--- src/rtl/kfpga_config_loader.sv ---
// kfpga_config_loader
//
// Configuration sequencer for the kFPGA serial configuration chain. On start it
// pulls the chain clear (cfg_nreset low), then accepts bitstream words from the
// host and shifts exactly CHAIN_LENGTH bits, LSB first, into the core.
//
// Ports:
//   clock       system clock, rising edge
//   reset       synchronous, active-high reset (does not clear the chain)
//   start       one-cycle load request, honoured in IDLE/DONE/ERROR only
//   word_data   host bitstream word, bit 0 shifted first
//   word_valid  host word valid
//   word_ready  loader can take a word
//   cfg_data    core config_in
//   cfg_enable  core config_enable, one chain shift per high cycle
//   cfg_nreset  core config_nreset, active-low chain clear
//   busy        high in CLEAR, WAIT_WORD, SHIFT
//   done        high in DONE
//   error       high in ERROR (host word timeout)
//
// Handshake: a word transfers on a rising edge where word_valid and word_ready
// are both high. word_ready is a registered output that is high only in
// WAIT_WORD, so it never depends combinationally on word_valid, and a word
// offered in any other state is left untouched for the host.
//
// All outputs are registers updated in the same always_ff as the state, so
// each output reflects the state the machine is in during that cycle.

module kfpga_config_loader #(
  parameter int WORD_WIDTH   = 32,
  parameter int CHAIN_LENGTH = 16384,
  parameter int CLEAR_CYCLES = 4,
  parameter int TIMEOUT      = 1024
) (
  input  logic                  clock,
  input  logic                  reset,
  input  logic                  start,
  input  logic [WORD_WIDTH-1:0] word_data,
  input  logic                  word_valid,
  output logic                  word_ready,
  output logic                  cfg_data,
  output logic                  cfg_enable,
  output logic                  cfg_nreset,
  output logic                  busy,
  output logic                  done,
  output logic                  error
);

  localparam int BC_W = $clog2(CHAIN_LENGTH + 1);
  localparam int TO_W = $clog2(TIMEOUT + 1);
  localparam int WB_W = $clog2(WORD_WIDTH + 1);
  localparam int CC_W = $clog2(CLEAR_CYCLES + 1);

  localparam logic [BC_W-1:0] BIT_COUNT_END  = BC_W'(CHAIN_LENGTH);
  localparam logic [WB_W-1:0] WORD_BIT_END   = WB_W'(WORD_WIDTH);
  localparam logic [TO_W-1:0] TIMEOUT_LAST   = TO_W'(TIMEOUT - 1);
  localparam logic [CC_W-1:0] CLEAR_LAST     = CC_W'(CLEAR_CYCLES - 1);

  typedef enum logic [2:0] {
    S_IDLE      = 3'd0,
    S_CLEAR     = 3'd1,
    S_WAIT_WORD = 3'd2,
    S_SHIFT     = 3'd3,
    S_DONE      = 3'd4,
    S_ERROR     = 3'd5
  } state_t;

  state_t                state;
  logic [WORD_WIDTH-1:0] shreg;
  logic [BC_W-1:0]       bit_count;
  logic [WB_W-1:0]       word_bit;
  logic [TO_W-1:0]       timeout_count;
  logic [CC_W-1:0]       clear_count;

  always_ff @(posedge clock) begin
    if (reset) begin
      state         <= S_IDLE;
      shreg         <= '0;
      bit_count     <= '0;
      word_bit      <= '0;
      timeout_count <= '0;
      clear_count   <= '0;
      word_ready    <= 1'b0;
      cfg_data      <= 1'b0;
      cfg_enable    <= 1'b0;
      cfg_nreset    <= 1'b1;
      busy          <= 1'b0;
      done          <= 1'b0;
      error         <= 1'b0;
    end else begin
      case (state)
        S_IDLE, S_DONE, S_ERROR: begin
          if (start) begin
            state         <= S_CLEAR;
            bit_count     <= '0;
            word_bit      <= '0;
            timeout_count <= '0;
            clear_count   <= '0;
            cfg_nreset    <= 1'b0;
            busy          <= 1'b1;
            done          <= 1'b0;
            error         <= 1'b0;
          end
        end

        S_CLEAR: begin
          // clear_count runs 0..CLEAR_CYCLES-1, one value per cycle in CLEAR.
          if (clear_count == CLEAR_LAST) begin
            state         <= S_WAIT_WORD;
            cfg_nreset    <= 1'b1;
            word_ready    <= 1'b1;
            timeout_count <= '0;
          end else begin
            clear_count <= clear_count + CC_W'(1);
          end
        end

        S_WAIT_WORD: begin
          if (word_valid && word_ready) begin
            // Bit 0 goes straight onto cfg_data so the first shift happens
            // in the cycle right after the transfer; shreg keeps the rest.
            state         <= S_SHIFT;
            shreg         <= word_data >> 1;
            cfg_data      <= word_data[0];
            cfg_enable    <= 1'b1;
            word_ready    <= 1'b0;
            bit_count     <= bit_count + BC_W'(1);
            word_bit      <= WB_W'(1);
            timeout_count <= '0;
          end else if (timeout_count == TIMEOUT_LAST) begin
            // TIMEOUT cycles in WAIT_WORD without a word.
            state         <= S_ERROR;
            timeout_count <= timeout_count + TO_W'(1);
            word_ready    <= 1'b0;
            busy          <= 1'b0;
            error         <= 1'b1;
          end else begin
            timeout_count <= timeout_count + TO_W'(1);
          end
        end

        S_SHIFT: begin
          // bit_count and word_bit already include the bit on cfg_data this
          // cycle. Chain completion wins over word exhaustion so a final
          // partial word simply drops its unused upper bits.
          if (bit_count == BIT_COUNT_END) begin
            state      <= S_DONE;
            cfg_enable <= 1'b0;
            cfg_data   <= 1'b0;
            busy       <= 1'b0;
            done       <= 1'b1;
          end else if (word_bit == WORD_BIT_END) begin
            state         <= S_WAIT_WORD;
            cfg_enable    <= 1'b0;
            cfg_data      <= 1'b0;
            word_ready    <= 1'b1;
            timeout_count <= '0;
          end else begin
            cfg_data  <= shreg[0];
            shreg     <= shreg >> 1;
            bit_count <= bit_count + BC_W'(1);
            word_bit  <= word_bit + WB_W'(1);
          end
        end

        default: begin
          state      <= S_IDLE;
          word_ready <= 1'b0;
          cfg_data   <= 1'b0;
          cfg_enable <= 1'b0;
          cfg_nreset <= 1'b1;
          busy       <= 1'b0;
          done       <= 1'b0;
          error      <= 1'b0;
        end
      endcase
    end
  end

endmodule

--- config.mk ---
export PLATFORM = sky130hd
export DESIGN_NAME = kfpga_config_loader
export DESIGN_NICKNAME = d
export VERILOG_FILES = /design/src/rtl/kfpga_config_loader.sv
export SDC_FILE = /design/constraint.sdc
export NUM_CORES = 1
export LEC_CHECK = 0
export CORE_MARGIN = 2
export CORE_UTILIZATION = 40
export CTS_CLUSTER_SIZE = 30
export DETAILED_ROUTE_END_ITERATION = 8
export PLACE_DENSITY = 0.69
export SYNTH_ARGS = -nofsm -noshare
export SYNTH_HDL_FRONTEND = slang
export SYNTH_SLANG_ARGS = --single-unit
export TNS_END_PERCENT = 20
--- constraint.sdc ---
create_clock -name clock -period 2.65 [get_ports clock]
set_input_delay 0.53 -clock clock [delete_from_list [all_inputs] [get_ports clock]]
set_output_delay 0.53 -clock clock [all_outputs]
set_load 0.01 [all_outputs]
==> summary by stage, run 1 <==
Outcome
The flow ran to the end, and the final reports show no timing, DRC or antenna violations.

Global routing
Summed over all layers, the global routing overflow is 0. The number of antenna violations at the first check in global routing is 0. Entering global routing, the biggest net connects 45 pins. The via count of the first global-routing pass is approximately 3200. The first global-routing pass estimated 15000 microns of wire. Global routing used 17.7% of the available tracks across all layers.

Critical path
The worst setup path is launched from a register. The number of buffers and inverters on the critical path is 1. The register-to-register setup slack is 490 ps. The origin of the worst setup path is word_bit[0].

Data arrives at the worst endpoint at 2450 ps. The terminus of the critical flop-to-flop path is bit_count[1]. At the worst endpoint, the required time is about 3000 ps. The cell with the largest stage delay on the worst path is sky130_fd_sc_hd__nor4b_1. The category of the most critical setup path is reg -> reg. Of all nets on the critical path, the largest fanout is 6. In this run the critical register-to-register path is launched from word_bit[0].

The worst setup path is captured at a register. The signal on the critical path passes through inv_1, ha_1, nor4b_1, and2_1, nor3_1, o22ai_1, a22o_1. For the worst flop-to-flop path, the logic depth is 7. The biggest cell delay along the critical path is around 460 ps.

The family of cells with the greatest summed delay on the critical path is simple AND/OR/NAND/NOR gates.

Cells and area
For this run, the post-layout net count is 551. The sequential cells in the finished layout cover a total of 1520 sq um. The post-layout instance count excluding filler cells is approximately 650.

From synthesis to final layout, the design area changed by 18.5%. The multi-input combinational cells in the finished layout cover a total of about 2200 sq um. 0 antenna diodes ended up in the layout. Fill cells in the final layout number 929. The share of layout cells above drive strength 1 is 8.79%.

Synth
By area the synthesized netlist is led by sky130_fd_sc_hd__dfxtp_1, sky130_fd_sc_hd__a311oi_1, sky130_fd_sc_hd__nand2_1, sky130_fd_sc_hd__nor2_1, sky130_fd_sc_hd__nand3_1. The proportion of synthesized chip area in sequential cells is between 30 and 40%. The number of warning messages in the yosys log is 0.

sky130_fd_sc_hd__dfxtp_1 is the most common cell in the netlist. Of all flip-flops after synthesis, the portion carrying an async set or reset was 0%. The register bit total from synthesis is 76. Summed over all instances, the cell type with the most area after synthesis is sky130_fd_sc_hd__dfxtp_1. The cell count after synthesis is around 480. Counting instances in the post-synthesis netlist gives the leading cell types as sky130_fd_sc_hd__dfxtp_1, sky130_fd_sc_hd__nand2_1, sky130_fd_sc_hd__nor2_1. The number of different library cells in the post-synthesis netlist is 54. The most used flip-flop cell after synthesis is sky130_fd_sc_hd__dfxtp_1. The net count after synthesis is about 520. The mapped netlist covers 3920 sq um. The number of enable flip-flop cells after synthesis is 0.

Each instance of the synthesized netlist takes up on average 8.20 sq um. The share of synthesized area in the top cell type comes to around two fifths.

Floorplanning
The die is 103 microns wide. The number of top-level pins is 43. Measured along the y axis, the die boundary spans roughly 100 microns. The standard cell core area is 9640 sq um. After floorplanning, the core was divided into 36 placement rows. The die covers roughly 11000 sq um. The initial utilization of the core area, before any placement, comes to 40.6%.

Power
The internal power of the cells totals around 0.0020 W. For this design the static power due to leakage is 1.58 nW. The peak supply drop is 231 uV. The post-layout total power is 0.00274 W. The net load switching power is 0.000786 W. The share of total power in the clock network is 36.2%.

The relative contribution of sequential cells to total power is 44.8%. The power density relative to cell area is 590 nW/um^2. Of the total power, the share spent switching nets is 28.7%. Combinational logic burns between 10% and 20% of the power.

Clock network
The root buffer cell chosen for the clock tree is sky130_fd_sc_hd__clkbuf_8. The clock-pin transition on the worst setup and hold timing paths is roughly 70 ps. The post-cts resize count is 0.

The hold-fix buffer count after cts is 0. The TritonCTS clock tree is done. The clock network latency to the later pin of the worst-skew pair is approximately 350 ps.

The CTS H-tree depth is 3. The number of clock sinks is 76. The post-CTS repair timing setup buffer count is 0.

The number of buffers on the longest clock path is 2. The number of clock buffers inserted by TritonCTS is 9.

STA
The number of slew-limit violations in the final report is 0. The actual transition at the worst max-transition pin is 547 ps. Setup repair after global routing left no endpoint under its margin.

The highest achievable clock rate is about 0.46 GHz. The setup-violating endpoint count in the final report is 0. In the final timing run, aggregate negative setup slack is 0 ps. The minimum period implied by the final worst setup slack is 2160 ps. The post-route worst hold slack is 489 ps. The smallest setup slack after layout is between 400 and 500 ps. The max-slew headroom at the worst pin is between 60% and 70%. Dividing the final minimum period by the clock period gives slightly above 80%.

The number of endpoints with negative hold slack in the final report came to 0. The setup clock skew after layout is a little under 10 ps.

Detailed routing
In this run the remaining antenna-violating nets after routing total 0. The detailed router finished its first iteration with 162 violations. After detailed routing, the number of remaining DRC violations is 0. After detailed routing, the average wire length per cell comes to 14.2 microns. The number of vias per cell after detailed routing is between 5 and 6. Summed over all layers, the routed wires come to 9190 microns.

The number of search-and-repair iterations in the first detailed-routing pass is 4. The via count is between 3000 and 4000.

Placement
Detailed placement ended at an HPWL of 6330 microns. Port buffering added 42 buffers. The worst setup slack before clock tree synthesis is 284 ps. The placer's final routability congestion estimate is between 0.8 and 0.9. After detailed placement, the design holds a cell count of 630.

Min path
The endpoint of the worst hold-timing path is shreg[21]. The worst hold path was traced through 2 stages. The path type of the worst min-delay path is reg -> reg.

In this run the most critical hold path is launched from shreg[22].

Job
The number of violations of the max-capacitance limit is 0.
==> per-stage QoR <==
stage,cell area [sq um],util [%]
finish,4640,48.2
global route,4640,48.2
CTS,4640,48.2
detailed placement,4420,45.8
global placement,4420,45.8
floorplan,3920,-
==> sequential cells by signal (all words and copies together), names as in the netlist, 3 cells and up <==
register	cells
clear_count	3
bit_count	15
word_bit	6
state	3
shreg	31
timeout_count	11
==> power by group through the flow <==
stage | registers, W | logic (W) | clock network, W
floorplan | 0.00123 | 0.000377 | 0
CTS | 0.00123 | 0.000519 | 0.00101
global placement | 0.00125 | 0.000507 | 0
global route | 0.00123 | 0.000569 | 0.00106
detailed placement | 0.00125 | 0.000515 | 0
finish | 0.00123 | 0.000520 | 0.000992
==> final cells by class <==
cell class,instances,area share [%]
tap,133,3.58
timing repair buffer,54,10.9
sequential,76,32.8
clock inverter,4,1.56
inverter,9,0.728
clock buffer,11,3.26
multi-input combinational,358,47.2
==> kinds of logic after synthesis <==
group	share of synthesized area [%]
AOI/OAI and AO/OA	25.6
muxes	0.511
adders and majority gates	2.24
DFF	38.8
and+or+nand+nor	27.4
buffers and inverters	5.49
==> how the worst max path moves through the flow <==
stage | endpoint | slack [ps] | cells after the start
after floorplan | bit_count[9] | 710 | 8
after global placement | bit_count[4] | 330 | 7
after detailed placement | bit_count[10] | 280 | 7
after CTS | bit_count[1] | 530 | 7
after global routing | timeout_count[2] | 330 | 6
final | bit_count[1] | 490 | 7
==> tightest hold or removal path: stages (launching register included) <==
cell and delay, ps:
sky130_fd_sc_hd__dfxtp_1 310, sky130_fd_sc_hd__nand3_1 60, sky130_fd_sc_hd__a311oi_1 80
==> cell usage in the layout (no fill, tap or decap), types with 3 or more instances in the layout <==
master,synthesis,routed
sky130_fd_sc_hd__nand2b_1,10,10
sky130_fd_sc_hd__a311oi_1,34,34
sky130_fd_sc_hd__nand2_1,51,51
sky130_fd_sc_hd__a21o_1,5,5
sky130_fd_sc_hd__dfxtp_1,76,76
sky130_fd_sc_hd__nand3_1,37,37
sky130_fd_sc_hd__o22ai_1,3,3
sky130_fd_sc_hd__ha_1,7,7
sky130_fd_sc_hd__o21ai_0,27,27
sky130_fd_sc_hd__nand4_1,11,11
sky130_fd_sc_hd__or3_1,13,13
sky130_fd_sc_hd__a311oi_2,3,3
sky130_fd_sc_hd__and4_1,3,3
sky130_fd_sc_hd__inv_1,8,8
sky130_fd_sc_hd__nor4_1,3,3
sky130_fd_sc_hd__nor3_1,9,9
sky130_fd_sc_hd__a21oi_1,30,30
sky130_fd_sc_hd__o21a_1,4,4
sky130_fd_sc_hd__and2_1,4,4
sky130_fd_sc_hd__nor2_1,50,50
sky130_fd_sc_hd__a211oi_1,9,9
sky130_fd_sc_hd__clkbuf_8,0,11
sky130_fd_sc_hd__clkdlybuf4s50_1,0,41
sky130_fd_sc_hd__and3_1,10,10
sky130_fd_sc_hd__a211o_1,4,4
sky130_fd_sc_hd__buf_4,5,12
==> routing by layer <==
layer	global-route usage (%)	wire length, microns
met3	3.25	350
met4	5.36	124
met2	26.8	4200
met1	25.4	4510
met5	0	0
Power figures use the tool's default switching activity.
==> run 2: changes to the inputs <==
Clock period 2.65 ns to 2.2 ns, I/O delays scaled along.
==> run 2 against run 1 <==
  * Die area unchanged
  * Flip-flop and latch count is the same
  * Register-to-register slack lost 350 ps
  * Non-clock buffer count grew 11
  * Worst setup slack got worse by 350 ps
  * Clock skew fell by 1.1 ps
  * Global-route usage increased by 0.95 points
  * Largest power group unchanged
==> summary by stage, run 2 (synthesis results as in run 1) <==
STA
The minimum period implied by the final worst setup slack is 2050 ps. The setup clock skew after layout is ~8.6 ps. In the finished design, the share of the clock period the worst path needs comes to ~93%. Setup violations remaining at the end of the flow were counted as 0. In this run the tightest slew margin relative to its limit is between 60% and 70%. After layout, the worst setup slack is 145 ps. Setup repair after global routing left no endpoint under its margin. After routing, the total negative slack on setup checks comes to 0 ps. For the pin with the worst max-slew slack, the measured transition is 535 ps. The highest achievable clock rate is slightly below 0.5 GHz. The number of endpoints with negative hold slack in the final report was 0. The number of slew-limit violations in the final report is 0.

Cells and area
The largest registers in the layout are shreg x31, bit_count x15, timeout_count x11. The finished layout cell area is around 4800 sq um. Counting the fill cells in the layout gives 943. The final standard cell utilization of the core is about 49%. The post-layout instance count excluding filler cells is 657. The number of flip-flops under the largest register name is 31.

The net count of the finished layout is 562. shreg holds more flip-flops than any other register. Cells with a size suffix above 1 make up 11.5% of the layout. The area growth from synthesis to layout is 21.3%. The diode insertion count for antenna repair is 0.

Leaving out fill and tap cells, the most frequent cells in the layout are sky130_fd_sc_hd__dfxtp_1, sky130_fd_sc_hd__nand2_1, sky130_fd_sc_hd__nor2_1. The most common cell after layout, fill and taps aside is sky130_fd_sc_hd__dfxtp_1.

Critical path
The data required time of the critical path is 2470 ps. Along the worst path, the maximum fanout reaches 5. STA classifies the critical path endpoint as a register. The launching element type of the critical path is a register.

STA puts the critical path data arrival time at 2320 ps. The category of the most critical setup path is reg -> reg.

Power
In this run the power density over the cells is approximately 680 nW/um^2. The leakage power summed over all cells is 1.64 nW. The worst-case IR drop observed on VDD is approximately 290 uV.

Job
The number of violations of the max-capacitance limit is 0.

Global routing
In the global route stage, overall resource usage came out at 18.6%. The number of antenna violations at the first check in global routing was 0. The global-route congestion overflow total is 0. Entering global routing, the biggest net connects 34 pins.

The via count of the first global-routing pass is ~3500. The first global-routing pass estimated around 16000 microns of wire.

Clock network
In this run the number of H-tree levels came out at 3. In this run the post-CTS setup repair buffer count came out at 0. Clock latency on the worst-skew pair, taken at its later pin, is about 360 ps.

The clock tree root driver cell is sky130_fd_sc_hd__clkbuf_8. The clock-pin transition on the worst setup and hold timing paths is 80 ps. The number of buffers on the longest clock path is 2. The number of clock buffers inserted by TritonCTS is 9.

TritonCTS built the clock tree. CTS saw 76 sinks.

Detailed routing
The number of vias per cell after detailed routing is 5.63. The via count is about 3700. The count of antenna-violating nets left after detailed routing is 0. In the routed design, unresolved DRC markers number 0. The number of violations reported at the end of detailed-routing iteration 0 is 140. The first detailed-routing pass ran for 4 iterations. The average wire per cell in the routed design is 14.5 microns. For this block, the routed nets add up to 9550 microns of wire.

Floorplanning
The width of the die is approximately 100 microns. Pin placement for this block handled 43 I/O pins. In this run the standard cell core region covers between 9000 and 10000 sq um. The vertical extent of the die is 103 microns.

The initial cell density of the core is 40.6%. The area of the die is 10600 sq um. The site row count is 36.

Placement
Port buffering added 42 buffers. Once placement finished, the instance area stood at 4540 sq um. The placer's final routability congestion estimate is 0.848.

Once placement completed, the tool counted placed cells totaling between 600 and 700. Before CTS, the worst setup slack after placement is -10.7 ps. The placed wire-length estimate is about 6800 microns.

Outcome
The flow ran to the end, and the final reports show no timing, DRC or antenna violations.

Min path
The path type of the worst min-delay path is reg -> reg.
-- run 2: cell count changes in the layout (fill, tap and decap cells not counted), sizes merged --
cell	change
buf	+11
bufinv	-1
clkbuf	-1
clkinv	+2
clkinvlp	+1
-- run 2: repair_timing --
item,CTS,global route
resized for setup,0,3
hold buffers,0,0
endpoints found under the setup margin,0,9
-- run 2: final cells by class --
class                      instances  area, sq um  area share [%]
multi-input combinational        358         2200            46.4
sequential                        76         1520            32.0
timing repair buffer              65          626            13.2
tap                              133          166            3.50
clock buffer                      10          138            2.90
clock inverter                     6         63.8            1.34
inverter                           9         33.8           0.711
-- run 2: routing by layer --
layer | wire [microns] | part of all wire, % | GRT usage [%]
met1 | 4680 | 49 | 25.8
met2 | 4370 | 46 | 28.9
met3 | 372 | 3.9 | 4.20
met4 | 124 | 1.3 | 5.57
met5 | 0 | 0 | 0
-- run 2: path summary, 6_finish.rpt --
path	slack, ps	endpoint	cells after the start	startpoint
max	150	timeout_count[10]	6	timeout_count[0]
min	490	shreg[8]	2	shreg[9]
max reg2reg	150	timeout_count[10]	6	timeout_count[0]
min reg2reg	490	shreg[8]	2	shreg[9]
-- run 2: power breakdown --
part           internal [W]  switching, W  total [W]
Clock              0.000552      0.000535    0.00109
Combinational      0.000261      0.000394   0.000655
Sequential          0.00142     0.0000530    0.00148
Total               0.00224      0.000981    0.00322
-- run 2: worst max-delay path, stage by stage (launching register included) --
cell,delay (ps)
sky130_fd_sc_hd__dfxtp_1,390
sky130_fd_sc_hd__ha_1,210
sky130_fd_sc_hd__and3_1,260
sky130_fd_sc_hd__nand4_1,230
sky130_fd_sc_hd__a211oi_1,490
sky130_fd_sc_hd__o21ai_0,140
sky130_fd_sc_hd__a211oi_1,240
-- run 2: through the flow --
stage | total power, W | hold slack (ps)
detailed placement | 0.00216 | 480
global placement | 0.00215 | 467
CTS | 0.00324 | 492
global route | 0.00338 | 512
finish | 0.00322 | 491
floorplan | 0.00194 | 456
==> RTL edit 1: new RTL, flow settings as in run 1 <==
Reset style: asynchronous (`reset`), changed in one clocked block. Comments in the files are not updated.
--- a/src/rtl/kfpga_config_loader.sv
+++ b/src/rtl/kfpga_config_loader.sv
@@ -72,7 +72,7 @@
   logic [TO_W-1:0]       timeout_count;
   logic [CC_W-1:0]       clear_count;
 
-  always_ff @(posedge clock) begin
+  always_ff @(posedge clock or posedge reset) begin
     if (reset) begin
       state         <= S_IDLE;
       shreg         <= '0;
Behaviour: differs if reset is asserted again (counterexample within 4 cycles, from zero or initial values and one cycle with reset high); with reset held inactive, the same outputs for 10 cycles.
==> RTL edit 1 against run 1 <==
Final cell count is 6.0% lower; non-clock buffer count is 1 lower; worst setup slack worse by 150 ps; final area is 5.1% higher; hold slack better by 1.0 ps; clock skew hardly changed; synthesized area is 4.8% higher; routed wire length is 0.81% lower; sequential cell count stayed put; critical path type unchanged.
Power is not compared: it rests on default switching activity, and its combinational part moved more than twofold at a synthesized area within 25%.
==> RTL edit 1: results (changes against run 1) <==
----------------------------------------------------
[Setup path]
  Critical path startpoint ... bit_count[0]
  Endpoint of the worst register-to-register path ... bit_count[13]
  Setup slack, reg-to-reg ... 350 ps (-150 ps)
  Largest fanout on the critical path ... 21 (+15)

[Finish]
  Number of fill cells in the layout ... 928 (-0.11%)
  Nets ... 511 (-7.3%)
  Fraction of layout cells with a size suffix above 1 ... 0.1036 (+0.01570)

[Synthesis]
  Post-Syn Area per Cell ... 9.592 um2 (+17%)
  Net Count, Synth ... 471 (-9.6%)
  Number of library cell types mapped by synthesis ... 63 (+17%)
  Proportion of synthesized chip area in sequential cells ... 0.4636 (+0.07520)
  Number of warnings issued by yosys ... 0 (unchanged)
  Share of synthesized flip-flops with an asynchronous set or reset ... 1.000 (+1.000)
  Largest cells by area after synthesis ... dfrtp_1 46%, mux2i_1 7.3%, nand2_1 5.7%
  Top cell types by occurrence after synthesis ... 75 x dfrtp_1, 62 x nand2_1, 38 x o21ai_1

[Placed design]
  Placement-stage worst setup slack ... 198.1 ps (-86.12 ps)
  Cell count after placement ... 590 (-6.3%)
  Estimated wirelength of the detail-placed design ... 6.389 mm (+1.0%)
  Placer's final routability congestion estimate ... 0.8092 (-4.5%)
  Post-DP Area ... 4657 um2 (+5.4%)

[Route]
  Routed len/inst ... 15.03 um (+5.6%)
  Detailed-route vias per instance ... 5.485 (-2.6%)
  Length of routed met3 wiring ... 398 um (+14%)
  Count of routing violations after the opening detailed-route iteration ... 214 (+32%)
  Total wirelength of the detailed-routed design ... 9.111 mm (-0.81%)
  WL met1 ... 4.230 mm (-6.2%)
  WL met2 ... 4.378 mm (+4.2%)

[Timing]
  Min Hold Slack ... 489.9 ps (+1.018 ps)
  Fin worst setup slack ... 347.5 ps (-147.3 ps)
  Final worst clock skew ... 10.11 ps (+0.4220 ps)
  Actual slew at the worst max-slew pin ... 766.7 ps (+219.7 ps)

[Global routing]
  Via count of the first global-routing pass ... 3,218 (+0.19%)
  Met1 track demand over resource in global routing ... 0.2377 (-0.01636)
  Wire length of the first global-routing pass ... 15.55 mm (+3.5%)
  Total Routing Usage GR ... 0.1718 (-0.004736)
  GR Layer Usage met2 ... 0.2719 (+0.003658)
  Largest net degree at the start of global routing ... 77 (+71%)
  Met3 global-route usage ... 0.03896 (+0.006419)

[Power and ir drop]
  Pwr Density ... 985.0 nW/um2

[Hold path]
  Worst-case hold path end point ... shreg[4]
  Source of the worst hold timing path ... shreg[4]

[Clock tree]
  Clock Root Buffer ... clkbuf_8
  Register clock-pin slew on the reported worst setup and hold paths ... 80 ps
  Maximum clock insertion buffer count ... 2 (unchanged)

[Status]
  Status ... complete, no violations

----------------------------------------------------
RTL edit 1: area by class of cell:
class | count | area share
Inverter | 9 | 0.006923
Clock buffer | 9 | 0.02538
Clock inverter | 7 | 0.02026
Multi-Input combinational cell | 319 | 0.4151
Sequential cell | 76 | 0.3900
Tap cell | 133 | 0.03410
Timing Repair Buffer | 53 | 0.1082
RTL edit 1: worst max-delay path, stage by stage (launching register included):
cell	delay, ps
dfrtp_1	420
inv_1	80
ha_1	140
nor4b_1	310
nand4_1	230
o21ai_2	680
o31ai_1	180
a21oi_1	180
RTL edit 1: power by group:
part	internal, W	total, W	switching, W
sequential	0.00153	0.00183	0.000302
combinational	0.000821	0.00198	0.00116
clock	0.000537	0.000993	0.000456
RTL edit 1: cell families after synthesis:
group | share of synthesized area
XOR/XNOR | 0.01280
AO/OA/AOI/OAI | 0.1835
AND/OR/NAND/NOR | 0.1951
multiplexers | 0.07863
flip-flops | 0.4636
adder cells (fa/ha/maj) | 0.02133
buffers and inverters | 0.04511
==> RTL edit 2: new RTL, flow settings as in run 1 <==
Made on the original files. `TIMEOUT`: 1024 -> 256.
--- a/src/rtl/kfpga_config_loader.sv
+++ b/src/rtl/kfpga_config_loader.sv
@@ -30,7 +30,7 @@
   parameter int WORD_WIDTH   = 32,
   parameter int CHAIN_LENGTH = 16384,
   parameter int CLEAR_CYCLES = 4,
-  parameter int TIMEOUT      = 1024
+  parameter int TIMEOUT      = 256
 ) (
   input  logic                  clock,
   input  logic                  reset,
Check against the original RTL: same outputs for any inputs over 10 cycles, from zero or initial values and one cycle with reset high; that may be too few to reach the edited logic, so the function may still have changed.
==> RTL edit 2 against run 1 <==
Final area grew 2.3%; sequential cell count shrank 2; synthesized area rose by 1.6%; core utilization up 0.66 points; worst setup slack got worse by 210 ps; routed wire length down 0.72%; sequential share of layout area shrank 1.6 points; total power fell by 9.1%.
==> RTL edit 2: results (changes against run 1) <==
----------------------------------------------------
[Synthesis]
  Share of the synthesized area in compound gates (AO/OA/AOI/OAI) ... 0.2681 (+0.01256)
  Largest cells by area after synthesis ... dfxtp_1 37%, a311oi_2 11%, nand2_1 7.9%
  Number of library cell types mapped by synthesis ... 56 (+3.7%)
  Net Count, Synth ... 520 (-0.19%)
  Post-synthesis cell count ... 476 (-0.42%)
  Mux share of post-synthesis cell area ... 0.007857 (+0.002747)
  Synth Area in XOR/XNOR ... 0 (unchanged)
  Proportion of synthesized chip area in sequential cells ... 0.3721 (-0.01628)
  Adder-cell share of the synthesized area ... 0.02514 (+0.002784)

[Power and ir drop]
  Standby leakage power ... 1.570 nW (-0.82%)
  Combinational group share of total power ... 0.131 (-0.059)
  Total internal power ... 0.001820 W (-6.8%)
  Highest ir drop seen on vdd ... 0.2992 mV (+29%)
  Switching share of total power ... 0.2693 (-0.01774)
  Flop+latch power ... 0.00117 W (-5%)

[Finish]
  Largest registers ... shreg (31), bit_count (15), timeout_count (9)
  Fraction of layout cells with a size suffix above 1 ... 0.1520 (+0.06416)
  Number of fill cells in the layout ... 976 (+5.1%)
  Nets ... 552 (+0.18%)

[Setup path]
  Setup slack, reg-to-reg ... 280 ps (-210 ps)
  Critical path data arrival time ... 2580 ps (+130 ps)
  Biggest cell delay along the critical path ... 410 ps (-50 ps)
  Timing endpoint of the critical path ... error
  Critical path's top delay family ... compound AO/OA/AOI/OAI gates
  Master of the slowest instance on the critical path ... o32ai_1
  Largest fanout on the critical path ... 4 (-2)
  Cell depth of the worst flop-to-flop path ... 10 (+3)
  Critical path startpoint ... timeout_count[0]

[Route]
  DRC viols ... 0 (unchanged)
  WL met2 ... 4.489 mm (+6.8%)
  Total wirelength of the detailed-routed design ... 9.119 mm (-0.72%)
  WL met1 ... 4.277 mm (-5.1%)
  Count of routing violations after the opening detailed-route iteration ... 161 (-0.62%)
  Via Count ... 3,570 (-1.7%)

[Hold path]
  Worst hold path depth ... 2 (unchanged)
  Source of the worst hold timing path ... shreg[30]
  Worst-case hold path end point ... shreg[30]

[Global routing]
  Largest net degree at the start of global routing ... 41 (-8.9%)
  Wire length of the first global-routing pass ... 15.55 mm (+3.5%)
  Met1 track demand over resource in global routing ... 0.2320 (-0.02202)
  GR Layer Usage met2 ... 0.2777 (+0.009441)
  Via count of the first global-routing pass ... 3,361 (+4.6%)
  Total Routing Usage GR ... 0.1711 (-0.005447)

[Status]
  Status ... complete, no violations

[Timing]
  Worst slew margin ... 0.4607 (-0.1695)
  Min Hold Slack ... 463.3 ps (-25.64 ps)
  Final worst clock skew ... 11.77 ps (+2.073 ps)

[Placed design]
  Placer's final routability congestion estimate ... 0.8499 (+0.26%)
  Placement-stage worst setup slack ... 263.5 ps (-20.73 ps)

----------------------------------------------------
## RTL edit 2: cell types whose count changed after synthesis, moves of 6 or more
cell             run 1  this run
or3_1               13         5
nand3_1             37        19
a311oi_2             3        30
nand2_1             51        84
a31oi_1              1        10
nand4_1             11         3
inv_1                8        14
a311oi_1            34         9
o21ai_0             27        21
## RTL edit 2: area by class of cell
| cell class | count | area, um2 | area share |
|---|---|---|---|
| multi-input combinational | 352 | 2258 | 0.4755 |
| sequential | 74 | 1481 | 0.3119 |
| inverter | 14 | 52.55 | 0.01106 |
| clock buffer | 9 | 123.9 | 0.02608 |
| clock inverter | 7 | 101.3 | 0.02134 |
| tap | 133 | 166.4 | 0.03504 |
| timing repair buffer | 57 | 565.5 | 0.1191 |
## RTL edit 2: cells by family after synthesis
group,after synthesis
simple gates,215
compound gates,126
flops,74
buf+inv,50
fa+ha+maj,8
mux,3
## RTL edit 2: worst min-delay path, cell delays in order, from the launching register on
cell	delay, ps
dfxtp_1	320
nand2_1	50
a21oi_1	50
